--- src/rtl/cla_generator_if.sv ---
// Operand/result bundle for cla_generator.
// The master drives the operands and the slave (the adder) returns the registered result.
interface cla_generator_if #(
  parameter int WIDTH = 32
) ();
  logic [WIDTH-1:0] in_a;
  logic [WIDTH-1:0] in_b;
  logic             in_carry;
  logic [WIDTH-1:0] out_sum;
  logic             out_carry;

  modport master (
    output in_a,
    output in_b,
    output in_carry,
    input  out_sum,
    input  out_carry
  );

  modport slave (
    input  in_a,
    input  in_b,
    input  in_carry,
    output out_sum,
    output out_carry
  );
endinterface

--- src/rtl/cla_generator.sv ---
// Carry-lookahead adder with a registered result stage.
// The adder is built from 4-bit groups, and a flat lookahead unit computes the group carries.
module cla_generator #(
  parameter int WIDTH = 32
) (
  input  logic          clk,
  input  logic          rst_n,
  cla_generator_if.slave bus
);
  localparam int NGRP = WIDTH / 4;

  generate
    if ((WIDTH % 4 != 0) || (WIDTH < 4) || (WIDTH > 64)) begin : g_bad_width
      $error("cla_generator: WIDTH must be a multiple of 4 in 4..64");
    end
    if ($bits(bus.in_a) != WIDTH) begin : g_bad_bus
      $error("cla_generator: interface WIDTH does not match adder WIDTH");
    end
  endgenerate

  logic [WIDTH-1:0] p_s;
  logic [WIDTH-1:0] g_s;
  logic [WIDTH-1:0] c_s;
  logic [WIDTH-1:0] sum_s;
  logic [NGRP-1:0]  grp_p_s;
  logic [NGRP-1:0]  grp_g_s;
  logic [NGRP:0]    grp_c_s;
  logic [WIDTH-1:0] sum_r;
  logic             carry_r;

  assign p_s = bus.in_a ^ bus.in_b;
  assign g_s = bus.in_a & bus.in_b;

  // Each group expands its carries as sum-of-products of the group carry-in.
  for (genvar k = 0; k < NGRP; k++) begin : g_group
    localparam int B = 4 * k;
    logic cg_s;
    assign cg_s       = grp_c_s[k];
    assign c_s[B]     = cg_s;
    assign c_s[B + 1] = g_s[B] | (p_s[B] & cg_s);
    assign c_s[B + 2] = g_s[B + 1] | (p_s[B + 1] & g_s[B])
                      | (p_s[B + 1] & p_s[B] & cg_s);
    assign c_s[B + 3] = g_s[B + 2] | (p_s[B + 2] & g_s[B + 1])
                      | (p_s[B + 2] & p_s[B + 1] & g_s[B])
                      | (p_s[B + 2] & p_s[B + 1] & p_s[B] & cg_s);
    assign grp_p_s[k] = p_s[B + 3] & p_s[B + 2] & p_s[B + 1] & p_s[B];
    assign grp_g_s[k] = g_s[B + 3] | (p_s[B + 3] & g_s[B + 2])
                      | (p_s[B + 3] & p_s[B + 2] & g_s[B + 1])
                      | (p_s[B + 3] & p_s[B + 2] & p_s[B + 1] & g_s[B]);
  end

  // Lookahead unit: every group carry is an independent OR of P/G product terms.
  always_comb begin : lookahead_comb
    logic acc_s;
    logic pand_s;
    acc_s      = 1'b0;
    pand_s     = 1'b1;
    grp_c_s    = '0;
    grp_c_s[0] = bus.in_carry;
    for (int k = 1; k <= NGRP; k++) begin
      acc_s  = 1'b0;
      pand_s = 1'b1;
      for (int j = k - 1; j >= 0; j--) begin
        acc_s  = acc_s | (grp_g_s[j] & pand_s);
        pand_s = pand_s & grp_p_s[j];
      end
      grp_c_s[k] = acc_s | (pand_s & bus.in_carry);
    end
  end

  assign sum_s = p_s ^ c_s;

  // Result register, cleared asynchronously by reset.
  always_ff @(posedge clk or negedge rst_n) begin
    if (!rst_n) begin
      sum_r   <= '0;
      carry_r <= 1'b0;
    end else begin
      sum_r   <= sum_s;
      carry_r <= grp_c_s[NGRP];
    end
  end

  assign bus.out_sum   = sum_r;
  assign bus.out_carry = carry_r;
endmodule

--- src/flat_wrapper.sv ---
// flat-port wrapper written by rule: the top's interface ports become plain ports
module cla_generator_flat 
#(
  parameter int WIDTH = 32
)
  (clk, rst_n, bus_in_a, bus_in_b, bus_in_carry, bus_out_sum, bus_out_carry);
  cla_generator_if #(.WIDTH(WIDTH)) bus_i ();
  input  logic clk;
  input  logic rst_n;
  input wire logic [$bits(bus_i.in_a)-1:0] bus_in_a;
  input wire logic [$bits(bus_i.in_b)-1:0] bus_in_b;
  input wire logic [$bits(bus_i.in_carry)-1:0] bus_in_carry;
  output wire logic [$bits(bus_i.out_sum)-1:0] bus_out_sum;
  output wire logic [$bits(bus_i.out_carry)-1:0] bus_out_carry;
  assign bus_i.in_a = bus_in_a;
  assign bus_i.in_b = bus_in_b;
  assign bus_i.in_carry = bus_in_carry;
  assign bus_out_sum = bus_i.out_sum;
  assign bus_out_carry = bus_i.out_carry;
  cla_generator #(.WIDTH(WIDTH)) u_core (.clk(clk), .rst_n(rst_n), .bus(bus_i));
endmodule
--- config.mk ---
export PLATFORM = sky130hd
export DESIGN_NAME = cla_generator_flat
export DESIGN_NICKNAME = d
export VERILOG_FILES = /design/src/rtl/cla_generator_if.sv /design/src/rtl/cla_generator.sv /design/src/flat_wrapper.sv
export SDC_FILE = /design/constraint.sdc
export NUM_CORES = 1
export LEC_CHECK = 0
export CORE_ASPECT_RATIO = 1.4
export CORE_MARGIN = 1.5
export CORE_UTILIZATION = 35
export CTS_CLUSTER_DIAMETER = 60
export CTS_CLUSTER_SIZE = 14
export DETAILED_ROUTE_END_ITERATION = 6
export GPL_TIMING_DRIVEN = 0
export PLACE_DENSITY = 0.83
export SETUP_SLACK_MARGIN = 0.1
export SYNTH_ARGS = -nofsm -noshare
export SYNTH_HDL_FRONTEND = slang
export SYNTH_SLANG_ARGS = --single-unit
--- constraint.sdc ---
create_clock -name clk -period 0.8 [get_ports clk]
set_clock_uncertainty 0.15 [all_clocks]
set_input_delay 0.16 -clock clk [delete_from_list [all_inputs] [get_ports clk]]
set_output_delay 0.16 -clock clk [all_outputs]
set_load 0.01 [all_outputs]
==> key figures <==
Job
  • Max-cap viol count: 0

Worst setup path
  • Worst Path Arrival: 2230 ps
  • CP Cell Sequence: buf_8 -> ha_4 -> a211o_1 -> a21oi_4 -> nand2b_4 -> o2111ai_4 -> o221a_4 -> or2b_1 -> fa_2
  • CP Class: in -> reg
  • CP Max Fanout: 3
  • Critical Path RT: 880 ps
  • Startpoint types: input port
  • Critical-path top delay cell: fa_2
  • Critical Path Sink: u_core.bus.out_sum[28]
  • Worst path max stage delay: 530 ps
  • Worst setup EP type: register
  • Worst Setup SP: bus_in_a[5]

Global routing
  • Most used routing layer: met2
  • M3 GR Usage: 0.03942
  • Grt ovf: 0
  • Initial antenna violation count: 1
  • Largest net degree at the start of global routing: 34
  • Vias in the first global route: 2,317
  • Met2 global-route usage: 0.4391
  • Met1 usage: 0.1889
  • GRT Util Overall: 0.2030
  • Global-route wire length before repair: 10,610 um

Timing
  • Setup TNS Final: -41,750 ps
  • FMAX: 0.4656 GHz
  • Slew Viols, Final: 0
  • Post-layout min period: 2148 ps
  • PnR worst setup slack: -1348 ps
  • WHS: -295.5 ps
  • Final Hold Viols: 33
  • Tightest Pin Transition: 508.1 ps
  • Max-slew headroom: 0.6587
  • Fin crit share: 2.685
  • Final setup fails: 66
  • RSZ-0062 raised after global routing: true

Worst hold path
  • Hold Crit Class: in -> async

Pwr
  • Leakage: 1.821 nW
  • Total power draw: 6.440 mW
  • Pwr per Cell Area: 1587 nW/um^2
  • VDD IR max: 0.7036 mV

Synthesis
  • Post-synthesis register bit count: 33
  • Yosys Warn Count: 0
  • Commonest cells post-synth: dfrtp_1 (33), ha_1 (32), a21oi_1 (14), xor2_1 (14), nor2_1 (11)
  • Sequential area share after synthesis: 0.3782
  • Post-Syn Instances: 193
  • Share of the synthesized area in the top cell type: 0.3782
  • Post-Syn Area: 2183 um^2
  • FFs w/ async S/R, synth: 1.000
  • Synthesized Nets: 300
  • Predominant post-synthesis flop cell: dfrtp_1
  • Unique cell type count in the Yosys netlist: 35
  • Synth top area cells: dfrtp_1 (38%), ha_1 (18%), fa_1 (7.3%), xor2_1 (5.6%), xnor2_1 (3.6%)
  • Top-count cell post-synth: dfrtp_1
  • Post-Synthesis Mean Instance Area: 11.31 um^2
  • Area leader, netlist: dfrtp_1
  • Post-synth EDFFs: 0

Status
  • Violated checks: negative hold slack, negative setup slack
  • Status: finished, violations left

Routing
  • Initial DRT Pass Iterations: 3
  • Final WL: 6706 um
  • Vias per cell: 5.036
  • Via count: 2,075
  • DRC viols: 0
  • Post-route antenna net violation count: 0
  • DRT iter0 DRCs: 66
  • DR WL/cell: 16.28 um

Placement
  • GPL Wtd Cong: 0.7696
  • Placed cell count: 362
  • Dpl hpwl: 4460 um
  • Placed cell areas: 3452 um^2
  • Pre-CTS WS: -2214 ps
  • I/O Buffers: 99

Die
  • Die Ht: 96.45 um
  • Die footprint: 6727 um^2
  • I/O pin cnt: 100
  • Starting density of the core: 0.3672
  • # rows: 33
  • DIE WIDTH: 69.75 um
  • CORE AREA: 5946 um^2

Clock network
  • Num Clock Sinks: 33
  • CTS Buf Count: 5
  • H-tree depth: 2
  • Root Buffer: clkbuf_8
  • Clk slew on worst S/H paths: 70 ps
  • CTS tree: built
  • Max clock buf depth: 2

Cells and area
  • Fin area: 4059 um^2
  • Final Core Density: 0.6827
  • Layout Nets: 448
  • Non-filler cells, final: 412
  • Share of layout cells above drive strength 1: 0.6374
  • Syn-to-layout area delta: 85.90%
  • ANT cells: 0
  • Number of fill cells: 459
## metal layers
layer | wire length (um) | vias to the layer above | share of wire
li1 | - | 982 | -
met1 | 2262 | 1014 | 0.34
met2 | 4039 | 66 | 0.60
met3 | 298 | 11 | 0.044
met4 | 92 | 2 | 0.014
met5 | 14 | - | 0.0021
## repair_timing
item | in CTS | in global routing
gates resized for setup | 405 | 28
buffers inserted | 38 | 7
endpoints found under the hold margin | 33 | 33
setup endpoints to repair | 66 | 99
pin swaps | 62 | 29
## where the power goes
group	switching, mW	total, mW	leakage, nW	internal, mW
Sequential	0.0843	2.10	0.385	2.02
Clock	0.651	1.43	0.0542	0.778
Combinational	1.39	2.91	1.38	1.52
Total	2.12	6.44	1.82	4.32
## layout make-up
cell class / count / area (um^2) / area share
multi-input combinational: 151 / 1954 / 0.4815
timing repair buffer: 141 / 1046 / 0.2577
sequential: 33 / 825.8 / 0.2035
clock buffer: 7 / 96.34 / 0.02374
tap: 70 / 87.58 / 0.02158
inverter: 9 / 43.79 / 0.01079
clock inverter: 1 / 5.005 / 0.001233
## worst max-delay path: cells and delay by family
kind	cells	cell delay (ps)
buffers and inverters	1	100
and+or+nand+nor	2	330
AOI/OAI and AO/OA	4	880
adders and majority gates	2	760
## how the worst min path moves through the flow
| stage | end | cells after the start |
|---|---|---|
| after global placement | u_core.bus.out_sum[8] | 2 |
| after floorplan | u_core.bus.out_carry | 0 |
| after CTS | u_core.bus.out_sum[14] | 1 |
| final | u_core.bus.out_sum[12] | 1 |
| after global routing | u_core.bus.out_sum[9] | 1 |
| after detailed placement | u_core.bus.out_sum[4] | 1 |
## layout by cell type, fill, tap and decap left out, types with 4 or more instances in the layout
cell	synthesis	layout
buf_6	0	20
o21ai_2	1	4
clkbuf_8	0	7
a21o_1	8	8
xnor2_1	9	7
nand2_2	0	6
dlygate4sd2_1	0	8
ha_4	0	27
clkdlybuf4s50_1	0	8
buf_2	0	64
buf_4	0	30
dfrtp_1	33	33
nand4_1	4	4
a21oi_2	8	12
xor2_1	14	14
ha_1	32	4
nor2_1	11	7
inv_1	9	6
fa_2	0	5
a21oi_4	0	10
## kinds of logic after synthesis
group,share of synthesized area
fa+ha+maj,0.2567
xor+xnor,0.09227
flops,0.3782
compound gates,0.1754
buf+inv,0.01547
simple gates,0.08195
## flip-flops by register name, summed over array words and instances (netlist names)
name and count:
u_core.bus.out_sum 32, u_core.bus.out_carry 1
No activity file was read; power rests on OpenSTA's default activity.
==> variant (same settings) <==
`WIDTH` is set to 32 in 3 places; all go to 24.
--- a/src/rtl/cla_generator_if.sv
+++ b/src/rtl/cla_generator_if.sv
@@ -1,7 +1,7 @@
 // Operand/result bundle for cla_generator.
 // The master drives the operands and the slave (the adder) returns the registered result.
 interface cla_generator_if #(
-  parameter int WIDTH = 32
+  parameter int WIDTH = 24
 ) ();
   logic [WIDTH-1:0] in_a;
   logic [WIDTH-1:0] in_b;
--- a/src/rtl/cla_generator.sv
+++ b/src/rtl/cla_generator.sv
@@ -1,7 +1,7 @@
 // Carry-lookahead adder with a registered result stage.
 // The adder is built from 4-bit groups, and a flat lookahead unit computes the group carries.
 module cla_generator #(
-  parameter int WIDTH = 32
+  parameter int WIDTH = 24
 ) (
   input  logic          clk,
   input  logic          rst_n,
--- a/src/flat_wrapper.sv
+++ b/src/flat_wrapper.sv
@@ -1,7 +1,7 @@
 // flat-port wrapper written by rule: the top's interface ports become plain ports
 module cla_generator_flat 
 #(
-  parameter int WIDTH = 32
+  parameter int WIDTH = 24
 )
   (clk, rst_n, bus_in_a, bus_in_b, bus_in_carry, bus_out_sum, bus_out_carry);
   cla_generator_if #(.WIDTH(WIDTH)) bus_i ();
Ports: changed (resized bus_in_a, bus_in_b and bus_out_sum); port bits go from 100 to 76. No check against the original RTL was run, so the function may have changed too.
==> variant against the original RTL <==
The run still ends with negative hold slack, negative setup slack left; sequential cell count fell by 8; largest power group unchanged; final area fell by 14%; largest cell class unchanged; combinational power fell by 13%; routed wire length fell by 20%; power fell by 24%; area after synthesis fell by 19%; first-iteration DRC count fell by 38%; setup slack improved by 0.21 ns.
==> variant: results (changes against the original RTL) <==
Parameter                              Value

Detailed routing
  Top routing layer used ... met4 (was met5)
  Wire length on met3 ... 186 microns (was 298 microns)
  Met1 wire length ... 1.90 mm (was 2.26 mm)
  Average wire length per cell after detail routing ... 15.2 microns (was 16.3 microns)
  Count of TritonRoute iterations in the first routing pass ... 4 (was 3)
  Total length of routed met2 wires ... 3.21 mm (was 4.04 mm)

Timing
  Final count of negative-setup-slack endpoints ... 50 (was 66)
  Final hold violation count ... 25 (was 33)
  Hold_ws ... -0.162 ns (was -0.295 ns)
  Worst-case headroom to the max-slew limit ... 59.1% (was 65.9%)
  Worst setup slack after layout ... -1.14 ns (was -1.35 ns)

Setup path
  CP arrival ... 1.94 ns (was 2.23 ns)
  Kind of cell adding the most delay to the critical path ... adder cells (was compound AO/OA/AOI/OAI gates)

Synth
  Netlist cell types ... 38 (was 35)
  Share of synthesized area occupied by flip-flops and latches ... 35.6% (was 37.8%)
  Most used standard cells in the synthesized netlist ... sky130_fd_sc_hd__dfrtp_1 (25), sky130_fd_sc_hd__ha_1 (24), sky130_fd_sc_hd__a21oi_1 (14) (was sky130_fd_sc_hd__dfrtp_1 (33), sky130_fd_sc_hd__ha_1 (32), sky130_fd_sc_hd__a21oi_1 (14), sky130_fd_sc_hd__xor2_1 (14), sky130_fd_sc_hd__nor2_1 (11))

Run status
  Violated checks ... negative hold slack, negative setup slack (unchanged)
  Result of the run ... complete, but fails checks (unchanged)

GRT
  Largest net degree at the start of global routing ... 26 (was 34)
  Wire length of the first global-routing pass ... 8.52 mm (was 10.6 mm)
  Via count of the first global-routing pass ... 1938 (was 2317)
  Initial antenna violation count ... 0 (was 1)

Power
  Power in the clock group ... 0.000755 W (was 0.00143 W)
  Maximum resistive drop on vdd ... 0.734 mV (was 0.704 mV)
  Seq pwr ... 0.00160 W (was 0.00210 W)

Clock tree
  Number of buffers created by CTS ... 3 (was 5)
  Clock slew seen by the registers of the worst setup and hold paths ... 0.09 ns (was 0.07 ns)

Layout
  # fillers ... 319 (was 459)
==> variant: final timing paths <==
check / start / endpoint / slack, ns / depth (start not counted)
setup / recovery: bus_in_b[11] / u_core.bus.out_sum[20] / -1.14 / 8
hold / removal: rst_n / u_core.bus.out_sum[20] / -0.16 / 1
max in group asynchronous: rst_n / u_core.bus.out_sum[11] / 0.26 / 1
min in group clk: bus_in_a[8] / u_core.bus.out_sum[8] / 0.06 / 2
==> variant: area by class of cell <==
type / count / area (sq um) / area share, %
tap: 64 / 80.1 / 2.29
clock inverter: 1 / 5.00 / 0.143
sequential: 25 / 626 / 17.9
multi-input combinational: 136 / 1710 / 48.9
inverter: 10 / 45.0 / 1.29
timing repair buffer: 115 / 988 / 28.3
clock buffer: 3 / 41.3 / 1.18
==> variant: through the flow <==
| step | worst slack (ns) | area [sq um] | TNS [ns] | total power [W] |
|---|---|---|---|---|
| floorplan | -1.12 | 2060 | -19.66 | 0.00267 |
| finish | -1.14 | 3490 | -27.28 | 0.00487 |
| global placement | -1.83 | 2890 | -68.40 | 0.00367 |
| CTS | -1.06 | 3320 | -26.84 | 0.00468 |
| detailed placement | -1.84 | 2890 | -70.12 | 0.00373 |
| global route | -1.17 | 3490 | -29.17 | 0.00517 |
==> variant: cells by family (layout without fill, tap and decap cells) <==
family | after synthesis | count (layout) | share of synthesized area, %
adders and majority gates | 30 | 30 | 23.9
and+or+nand+nor | 48 | 48 | 14.7
AOI/OAI and AO/OA | 45 | 45 | 17.2
DFF | 25 | 25 | 35.6
buffers and inverters | 10 | 129 | 2.14
xor gates and xnor gates | 13 | 13 | 6.48
==> variant: what timing repair did <==
item,4_1_cts,5_1_grt
pin swaps,62,27
buffers inserted,33,9
gates resized for setup,306,31
hold endpoints to repair,25,25
endpoints found under the setup margin,75,64
